[src/rtl/apb_completer_arbiter.sv]
// Round-robin arbiter funnelling NUM_REQ APB requesters onto a single APB completer.
// Define APB_ARB_TIMEOUT_EN to add an ACCESS wait limit with an error response.
`ifndef ADDR_WIDTH
`define ADDR_WIDTH 32
`endif
`ifndef DATA_WIDTH
`define DATA_WIDTH 32
`endif

module apb_completer_arbiter #(
  parameter int unsigned ADDR_WIDTH     = `ADDR_WIDTH,
  parameter int unsigned DATA_WIDTH     = `DATA_WIDTH,
  parameter int unsigned NUM_REQ        = 4,
  parameter int unsigned TIMEOUT_CYCLES = 16
) (
  input  logic                            pclk,
  input  logic                            preset_n,
  input  logic [NUM_REQ-1:0]              s_psel,
  input  logic [NUM_REQ-1:0]              s_penable,
  input  logic [NUM_REQ-1:0]              s_pwrite,
  input  logic [NUM_REQ*ADDR_WIDTH-1:0]   s_paddr,
  input  logic [NUM_REQ*3-1:0]            s_pprot,
  input  logic [NUM_REQ*DATA_WIDTH-1:0]   s_pwdata,
  input  logic [NUM_REQ*DATA_WIDTH/8-1:0] s_pstrb,
  output logic [NUM_REQ-1:0]              s_pready,
  output logic [NUM_REQ*DATA_WIDTH-1:0]   s_prdata,
  output logic [NUM_REQ-1:0]              s_pslverr,
  output logic                            m_psel,
  output logic                            m_penable,
  output logic                            m_pwrite,
  output logic [ADDR_WIDTH-1:0]           m_paddr,
  output logic [2:0]                      m_pprot,
  output logic [DATA_WIDTH-1:0]           m_pwdata,
  output logic [DATA_WIDTH/8-1:0]         m_pstrb,
  input  logic                            m_pready,
  input  logic                            m_pslverr,
  input  logic [DATA_WIDTH-1:0]           m_prdata,
  output logic [$clog2(NUM_REQ)-1:0]      grant_id
);

  localparam int unsigned GW = $clog2(NUM_REQ);
  localparam int unsigned SW = DATA_WIDTH / 8;

  typedef enum logic [1:0] {IDLE, SETUP, ACCESS} state_t;

  state_t                  state, state_d;
  logic [GW-1:0]           winner;
  logic                    any_req;
  int unsigned             rr_idx;
  logic                    timeout;
  logic                    pwrite_q;
  logic [ADDR_WIDTH-1:0]   paddr_q;
  logic [2:0]              pprot_q;
  logic [DATA_WIDTH-1:0]   pwdata_q;
  logic [SW-1:0]           pstrb_q;
  logic                    cfg_unused;

  // The arbiter keys on psel alone; penable is carried only for port compatibility.
  assign cfg_unused = ^{s_penable, TIMEOUT_CYCLES};

  // Search starts one past the last grant and ends on the last grant itself.
  always_comb begin
    winner  = grant_id;
    any_req = 1'b0;
    rr_idx  = 0;
    for (int unsigned i = 1; i <= NUM_REQ; i++) begin
      rr_idx = 32'(grant_id) + i;
      if (rr_idx >= NUM_REQ) rr_idx = rr_idx - NUM_REQ;
      if (!any_req && s_psel[rr_idx]) begin
        any_req = 1'b1;
        winner  = GW'(rr_idx);
      end
    end
  end

`ifdef APB_ARB_TIMEOUT_EN
  localparam int unsigned TW = $clog2(TIMEOUT_CYCLES + 1);
  logic [TW-1:0] wait_cnt;

  assign timeout = (state == ACCESS) && !m_pready && (wait_cnt == TW'(TIMEOUT_CYCLES));

  always_ff @(posedge pclk or negedge preset_n) begin
    if (!preset_n) begin
      wait_cnt <= '0;
    end else if (state == SETUP) begin
      wait_cnt <= '0;
    end else if (state == ACCESS && !m_pready && !timeout) begin
      wait_cnt <= wait_cnt + 1'b1;
    end
  end
`else
  assign timeout = 1'b0;
`endif

  always_ff @(posedge pclk or negedge preset_n) begin
    if (!preset_n) begin
      state    <= IDLE;
      grant_id <= GW'(NUM_REQ - 1);
      pwrite_q <= 1'b0;
      paddr_q  <= '0;
      pprot_q  <= '0;
      pwdata_q <= '0;
      pstrb_q  <= '0;
    end else begin
      state <= state_d;
      if (state == IDLE && any_req) begin
        grant_id <= winner;
        pwrite_q <= s_pwrite[winner];
        paddr_q  <= s_paddr[winner*ADDR_WIDTH +: ADDR_WIDTH];
        pprot_q  <= s_pprot[winner*3 +: 3];
        pwdata_q <= s_pwdata[winner*DATA_WIDTH +: DATA_WIDTH];
        pstrb_q  <= s_pstrb[winner*SW +: SW];
      end
    end
  end

  always_comb begin
    state_d = state;
    case (state)
      IDLE:    if (any_req) state_d = SETUP;
      SETUP:   state_d = ACCESS;
      ACCESS:  if (m_pready || timeout) state_d = IDLE;
      default: state_d = IDLE;
    endcase
  end

  always_comb begin
    m_psel    = (state != IDLE);
    m_penable = (state == ACCESS);
    m_pwrite  = 1'b0;
    m_paddr   = '0;
    m_pprot   = '0;
    m_pwdata  = '0;
    m_pstrb   = '0;
    s_pready  = '0;
    s_prdata  = '0;
    s_pslverr = '0;
    if (state != IDLE) begin
      m_pwrite = pwrite_q;
      m_paddr  = paddr_q;
      m_pprot  = pprot_q;
      m_pwdata = pwdata_q;
      m_pstrb  = pstrb_q;
    end
    if (state == ACCESS) begin
      if (timeout) begin
        s_pready[grant_id]  = 1'b1;
        s_pslverr[grant_id] = 1'b1;
      end else begin
        s_pready[grant_id]                           = m_pready;
        s_pslverr[grant_id]                          = m_pslverr;
        s_prdata[grant_id*DATA_WIDTH +: DATA_WIDTH]  = m_prdata;
      end
    end
  end

endmodule

[config.mk]
export PLATFORM = sky130hd
export DESIGN_NAME = apb_completer_arbiter
export DESIGN_NICKNAME = d
export VERILOG_FILES = /design/src/rtl/apb_completer_arbiter.sv
export SDC_FILE = /design/constraint.sdc
export NUM_CORES = 1
export LEC_CHECK = 0
export BUFFER_PORTS_ARGS = -buffer_cell sky130_fd_sc_hd__buf_2
export CORE_AREA = 2 2 211 213
export DETAILED_ROUTE_END_ITERATION = 8
export DIE_AREA = 0 0 213 215
export SYNTH_ARGS = -nofsm -noshare
export SYNTH_HDL_FRONTEND = slang
export SYNTH_SLANG_ARGS = --single-unit
[constraint.sdc]
create_clock -name pclk -period 3.7 [get_ports pclk]
set_clock_uncertainty 0.15 [all_clocks]
set_input_delay 0.74 -clock pclk [delete_from_list [all_inputs] [get_ports pclk]]
set_output_delay 0.74 -clock pclk [all_outputs]
set_load 0.1 [all_outputs]
# --- Word level (Yosys, flattened, before mapping) ---
# Cells that the tools add are included.
classes:
  add_sub_neg: 9
  bitwise_logic: 3
  reduce_logical: 11
  n_mul: 1
  mux: 35
  eq_ne: 4
  n_shift: 6
  magnitude_cmp: 11
op_table:
  columns: ["operator", "n"]
  rows:
  - ["indexed part select 128 x 8 -> 32 bit", 2]
  - ["two-way mux 32 bit", 6]
  - ["AND 128 bit", 1]
  - ["less-than comparator 32 x 3 -> 1 bit, second input constant", 4]
  - ["two-way mux 128 bit", 1]
  - ["variable shift 32 x 34 -> 128 bit, first input constant", 1]
  - ["indexed part select 32 x 34 -> 128 bit", 1]
  - ["negator 7 -> 34 bit", 1]
  - ["indexed part select 16 x 5 -> 4 bit", 1]
  - ["two-way mux 2 bit", 6]
  - ["two-way mux 4 bit", 3]
  - ["indexed part select 12 x 5 -> 3 bit", 1]
  - ["subtractor 3 x 3 -> 4 bit, second input constant", 3]
  - ["two-way mux 1 bit", 11]
  - ["binary-select mux 1 bit (select 2 bit)", 5]
  - ["greater-or-equal comparator 3 bit, second input constant", 3]
  - ["AND 4 bit", 2]
  - ["adder 2 x 2 -> 3 bit, second input constant", 2]
  - ["less-than comparator 2 x 3 -> 1 bit, second input constant", 2]
  - ["case mux 2 bit (3 select lines)", 1]
  - ["logical AND 1 bit", 5]
  - ["subtractor 4 x 3 -> 5 bit, second input constant", 1]
  - ["adder 2 x 3 -> 4 bit, second input constant", 1]
  - ["greater-or-equal comparator 4 x 3 -> 1 bit, second input constant", 1]
  - ["other kinds (13)", 15]
word_totals:
  output_inout_bits: 212
  input_bits: 332
  wordCells: 87
  regBits: 76

# --- Logic depth before layout (Yosys ltp) ---
# Gate-level depths: netlist of run 1.
logic_depth:
  word_depth: 17
  mapped_depth: 13
  depth_no_buf: 8

# --- Least setup slack after synthesis of run 1 ---
# Ideal clock, no wire load.
synth_timing:
  kind: "register -> output"
  start: "reg grant_id[0]"
  end: "out s_prdata[100]"
  stages_incl_launch_ff: 8
  t_required_ns: 2.810
  path_buffers: 3
  arrival_time_ns: 3.555
  setup_slack_ns: -0.745
  path_cell_list: "dfstp_2 -> clkbuf_1 -> inv_1 -> ha_1 -> buf_2 -> nand4b_1 -> clkbuf_1 -> nor2_1"
synth_via:
  elab_chain_len: 4
  elab_cells_between_ends: 5
  classes_between: "add/sub: 1; shift: 2; mux: 1; bitwise: 1"
synth_lines:
  columns: ["element", "line", "rtl"]
  rows:
  - ["from (decl)", "38", "output logic [$clog2(NUM_REQ)-1:0] grant_id"]
  - ["from (signal assigned)", "98", "grant_id <= GW'(NUM_REQ - 1);"]
  - ["from (signal assigned)", "107", "grant_id <= winner;"]
  - ["negator 7 -> 34 bit (*)", "152", "s_prdata[grant_id*DATA_WIDTH +: DATA_WIDTH] = m_prdata;"]
  - ["indexed part select 32 x 34 -> 128 bit / variable shift 32 x 34 -> 128 bit (equally long branches)", "152", null]
  - ["AND 128 bit (no source line) (*)", null, null]
  - ["two-way mux 128 bit (*)", "145", "if (state == ACCESS) begin"]
  - ["to (decl)", "26", "output logic [NUM_REQ*DATA_WIDTH-1:0] s_prdata,"]
# Every way passes the cells marked *; elsewhere a longest branch is shown, timed or not.

# --- Worst setup path in the final report of run 1 ---
layout_timing:
  start: "reg grant_id[0]"
  end: "out s_prdata[17]"
# The elaborated chain is that of the path after synthesis.

==> flow_metrics.tcl, run 1 <==
set metrics [dict create \
    status "finished, final reports clean" \
    yosysTopAreaCell "dfrtp_1" \
    crit_arrival_ns 2.64 \
    drtAntennaViolNets 0 \
    root_buffer "clkbuf_16" \
    p_leak_nw 5.828 \
    wl_per_cell_um 16.15 \
    setup_viol 0 \
    insertion_delay_ns 0.36 \
    relSlewSlack 0.2920 \
    ys_seq_area_frac 0.2850 \
    synth_edf_count 0 \
    die_h_um 215 \
    multi_input_area_um2 5201 \
    hp-class "flop to flop" \
    hold_violations 0 \
    drt_iter0_drc 255 \
    hpwlAfterDp_um 23850 \
    ios 544 \
    initial_utilization 0.1531 \
    regArea_um2 1908 \
    pre_cts_ws_ns 0.2565 \
    critical_path_class "flop to output port" \
    path_cells "inv_1 > ha_1 > buf_4 > nor4bb_4 > buf_2 > and2_4 > buf_12" \
    vias_per_cell 4.034 \
    syn2layout_area_growth_pct 93.77 \
    dp.cells 1814 \
    min_period_ns 3.527 \
    synth.distinct_cells 39 \
    cts_sinks 76 \
    grt_pass1_wl_um 44150 \
    layoutNonFillerInstCount 1835 \
    synthCells 722 \
    ys_top_cells_by_area "dfrtp_1 28%, mux2i_1 22%, a221oi_2 16%" \
    finalSetupTns_ns 0 \
    via_count 7402 \
    layout_commonest_cell "buf_2" \
    cts_made_buffers 9 \
    cts_max_path_buffers 2 \
    setup_slack_ns 0.1734 \
    startpoint_type "flop" \
    place_congestion 0.8550 \
    synthFlopType "dfrtp_1" \
    cp_slowest_cell "dfstp_4" \
    coreArea_um2 43640 \
    portBuffers 539 \
    drc 0 \
    antenna_found_initial 0 \
    overflow 0 \
    htreeDepth 3 \
    syn_area_per_cell_um2 9.256 \
    drive_gt1_frac 0.6428 \
    critPathTopFamily "buffers and inverters" \
    critPathMaxStageDelay_ns 0.61 \
    synth_top_area_share 0.2771 \
    min_period_over_period 0.9531 \
    critPathMaxFanout 10 \
    end_kind "output port" \
    clk_pin_slew_worst_paths_ns 0.06 \
    post-route-util 0.2967 \
    cts_tree "built" \
    p_per_area_nw_per_um2 1030 \
    synth-warning-count 0 \
    drv_cap 0 \
    die_w_um 213 \
    mostFrequentLayoutCells "424 x buf_2, 149 x mux2i_1, 124 x buf_12, 93 x nor2_4" \
    filler_cell_count 4516 \
    rsz0062_at_grt "no" \
    worst_pin_slew_ns 1.062 \
    drv_slew 0 \
    finalWirelength_um 29630 \
    rows 77 \
    hold_buffers 0 \
    grt_usage 0.1264 \
    grt_start_max_net_pins 77 \
    synthArstFlopShare 1.000 \
    ys_seq_elements 76 \
    n_antenna_cell 0 \
    place_area_um2 12630 \
    postLayoutCellArea_um2 12950 \
    cp_num_buf_inv 4 \
    grt_pass1_vias 7711 \
    cp.required_ns 2.81 \
    die_area_um2 45800 \
    nets 1575 \
    drt_pass1_iterations 4 \
    max_freq_mhz 283.6 \
    syn_nets 1059 \
    netlist_area_um2 6683 \
    vdd_drop_max_v 0.0007664 \
]
==> per-layer routing <==
metal / GRT usage / part of all wire
met3: 0.03303 / 0.072
met4: 0.03310 / 0.014
met2: 0.2358 / 0.53
met1: 0.1397 / 0.39
met5: 0 / 0
==> path summary, 6_finish.rpt <==
| path | to | slack (ns) | from | depth (start not counted) |
|---|---|---|---|---|
| min in group asynchronous | pwdata_q[23] | 0.42 | preset_n | 1 |
| max reg2reg | pwdata_q[14] | 0.47 | grant_id[0] | 11 |
| min reg2reg | state[1] | 0.33 | state[1] | 1 |
| max in group asynchronous | paddr_q[8] | 2.30 | preset_n | 1 |
| min | state[1] | 0.33 | state[1] | 1 |
| max | s_prdata[17] | 0.17 | grant_id[0] | 7 |
==> timing repair <==
action | CTS | global route
pin swaps | 0 | 1
setup endpoints to repair | 2 | 33
resized for setup | 1 | 2
gates cloned | 0 | 1
buffers inserted | 1 | 3
endpoints found under the hold margin | 0 | 0
==> power breakdown <==
| group | internal [W] | total [W] | switching, W |
|---|---|---|---|
| clock network | 0.000456 | 0.000855 | 0.000399 |
| registers | 0.00129 | 0.00149 | 0.000201 |
| logic | 0.00298 | 0.0110 | 0.00800 |
==> synthesized netlist by cell type (all sizes together), types with 2 or more instances <==
library cell  number
nor2             171
mux2i            149
and2             105
dfrtp             74
a221oi            72
clkbuf            35
nand2b            35
buf               33
and3               8
inv                6
ha                 5
o21ai              4
mux2               3
dfstp              2
nand4              2
or2                2
==> sequential cells by signal, summed over array words and instances, names as in the netlist <==
register / flops
paddr_q: 32
pwdata_q: 32
pstrb_q: 4
pprot_q: 3
grant_id: 2
state: 2
pwrite_q: 1
==> layout make-up <==
type                       count  share of cell area
timing repair buffer         573              0.3707
multi-input combinational    572              0.4017
inverter                       6            0.001739
tap                          592             0.05720
clock inverter                 7            0.003962
sequential                    76              0.1474
clock buffer                   9             0.01739
==> stage by stage <==
| step | hold slack (ns) | total power, W |
|---|---|---|
| global route | 0.3627 | 0.01401 |
| detailed placement | 0.3129 | 0.01257 |
| global placement | 0.3109 | 0.01245 |
| finish | 0.3273 | 0.01333 |
| CTS | 0.3257 | 0.01349 |
| floorplan | 0.2810 | 0.01037 |
==> kinds of logic after synthesis <==
| family | synth area share |
|---|---|
| adders and majority gates | 0.009362 |
| AOI/OAI and AO/OA | 0.1711 |
| and+or+nand+nor | 0.2475 |
| DFF | 0.2850 |
| muxes | 0.2288 |
| buffers and inverters | 0.05823 |
(Power assumes the default switching activity.)
==> run 2: changes to the inputs <==
--- a/config.mk
+++ b/config.mk
@@ -6,9 +6,12 @@
 export NUM_CORES = 1
 export LEC_CHECK = 0
 export BUFFER_PORTS_ARGS = -buffer_cell sky130_fd_sc_hd__buf_2
-export CORE_AREA = 2 2 211 213
+export CELL_PAD_IN_SITES_DETAIL_PLACEMENT = 2
+export CELL_PAD_IN_SITES_GLOBAL_PLACEMENT = 2
+export CORE_AREA = 2 2 209 211
 export DETAILED_ROUTE_END_ITERATION = 8
-export DIE_AREA = 0 0 213 215
+export DIE_AREA = 0 0 211 213
+export PLACE_DENSITY_LB_ADDON = 0.1
 export SYNTH_ARGS = -nofsm -noshare
 export SYNTH_HDL_FRONTEND = slang
 export SYNTH_SLANG_ARGS = --single-unit
==> flow_metrics.tcl, run 2 (synthesized netlist as in run 1, its figures left out) <==
set metrics [dict create \
    status "finished, final reports clean" \
    pre_cts_ws_ns 0.005485 \
    end_kind "output port" \
    critPathTopFamily "buffers and inverters" \
    min_period_ns 3.423 \
    mostFrequentLayoutCells "410 x buf_2, 149 x mux2i_1, 141 x buf_12, 93 x nor2_4" \
    portBuffers 539 \
    drt_pass1_iterations 4 \
    wl_per_cell_um 21.22 \
    drv_slew 0 \
    hp-class "input pin to asynchronous set/reset pin" \
    crit_top_cell "buf_12" \
    cp.required_ns 2.81 \
    multi_input_area_um2 5207 \
    insertion_delay_ns 0.34 \
    syn2layout_area_growth_pct 96.97 \
    initial_utilization 0.1565 \
    vdd_drop_max_v 0.0006879 \
    startpoint_type "flop" \
    hold_buffers 0 \
    setup_slack_ns 0.2767 \
    overflow 0 \
    hpwlAfterDp_um 30720 \
    crit_arrival_ns 2.53 \
    max_freq_mhz 292.1 \
    grt_start_max_net_pins 74 \
    worst_pin_slew_ns 1.024 \
    cts_sinks 76 \
    cp_num_buf_inv 4 \
    critical_path_class "flop to output port" \
    p_leak_nw 5.895 \
    biggestRegsByFlops "paddr_q: 32 flops, pwdata_q: 32 flops, pstrb_q: 4 flops" \
    htreeDepth 3 \
    drt_iter0_drc 179 \
    nets 1577 \
    postLayoutCellArea_um2 13160 \
    relSlewSlack 0.3164 \
    filler_cell_count 4787 \
    rows 76 \
    grt_pass1_wl_um 55680 \
    root_buffer "clkbuf_16" \
    cts_made_buffers 9 \
    drv_cap 0 \
    grt_pass1_vias 8525 \
    finalSetupTns_ns 0 \
    drive_gt1_frac 0.6434 \
    drc 0 \
    via_count 7548 \
    grt_usage 0.1661 \
    place_area_um2 12860 \
    rsz0062_at_grt "no" \
    min_period_over_period 0.9252 \
    die_h_um 213 \
    finalWirelength_um 38040 \
    critPathMaxFanout 20 \
    setup_viol 0 \
    ios 544 \
    drtAntennaViolNets 0 \
    critPathMaxStageDelay_ns 0.61 \
    antenna_found_initial 6 \
    regArea_um2 1908 \
    layout_commonest_cell "buf_2" \
    coreArea_um2 42700 \
    cts_max_path_buffers 2 \
    path_cells "inv_1 > buf_4 > ha_1 > buf_12 > nand2b_1 > nor2_4 > buf_12" \
    die_w_um 211 \
    clk_pin_slew_worst_paths_ns 0.06 \
    cp_slowest_cell "dfstp_4" \
    p_per_area_nw_per_um2 1044 \
    place_congestion 0.7421 \
    hold_violations 0 \
    die_area_um2 44940 \
    postCtsResizedCells 0 \
    vias_per_cell 4.210 \
    cts_tree "built" \
]
==> run 2: worst reg2reg max path: stages (launching register included) <==
cell and delay (ns):
dfstp_4 0.61, inv_1 0.05, ha_1 0.33, mux2_2 0.37, or4_1 0.40, o21ai_1 0.11, mux2i_1 0.10, buf_4 0.16
nor2_4 0.57, buf_12 0.30, a221oi_2 0.12
==> run 2: power breakdown <==
part / switching (W) / internal (W)
logic: 0.00830 / 0.00306
clock network: 0.000378 / 0.000507
registers: 0.000191 / 0.00129
==> run 2: worst paths after layout <==
check / slack, ns / to / cells past startpoint / from
min in group pclk: 0.34 / state[1] / 1 / state[1]
worst min register to register: 0.34 / state[1] / 1 / state[1]
worst min-delay path: 0.34 / pwdata_q[10] / 1 / preset_n
max in group asynchronous: 2.28 / paddr_q[4] / 2 / preset_n
worst max register to register: 0.31 / paddr_q[0] / 10 / grant_id[0]
worst max-delay path: 0.28 / s_prdata[103] / 7 / grant_id[0]
==> run 2: per-stage QoR <==
| step | cells | hold WS (ns) | power, W | utilization |
|---|---|---|---|---|
| 2_1_floorplan | 722 | 0.2810 | 0.01037 | - |
| 3_3_place_gp | 1774 | 0.3015 | 0.01298 | 0.3013 |
| 3_5_place_dp | 1774 | 0.3308 | 0.01305 | 0.3013 |
| 4_1_cts | 1791 | 0.3391 | 0.01406 | 0.3082 |
| 5_1_grt | 1792 | 0.3727 | 0.01452 | 0.3082 |
| 6_report | 1793 | 0.3377 | 0.01374 | 0.3083 |
==> run 2: layout make-up <==
type                    count  share of cell area
clock inverters             4            0.001711
clock buffers              12             0.02025
flip-flops and latches     76              0.1450
diodes                      2           0.0003802
inverters                   6            0.001711
multi-input cells         573              0.3956
repair buffers            574              0.3835
well taps                 546             0.05190
==> run 2: routing by layer <==
| metal | share of wire | global-route usage |
|---|---|---|
| met1 | 0.38 | 0.1855 |
| met3 | 0.087 | 0.05663 |
| met4 | 0.011 | 0.03108 |
| met2 | 0.52 | 0.3064 |
| met5 | 0.0015 | 0 |
==> run 2: repair_timing <==
| item | 4_1_cts | 5_1_grt |
|---|---|---|
| endpoints found under the hold margin | 0 | 0 |
| endpoints found under the setup margin | 8 | 0 |
| setup buffers | 0 | 0 |
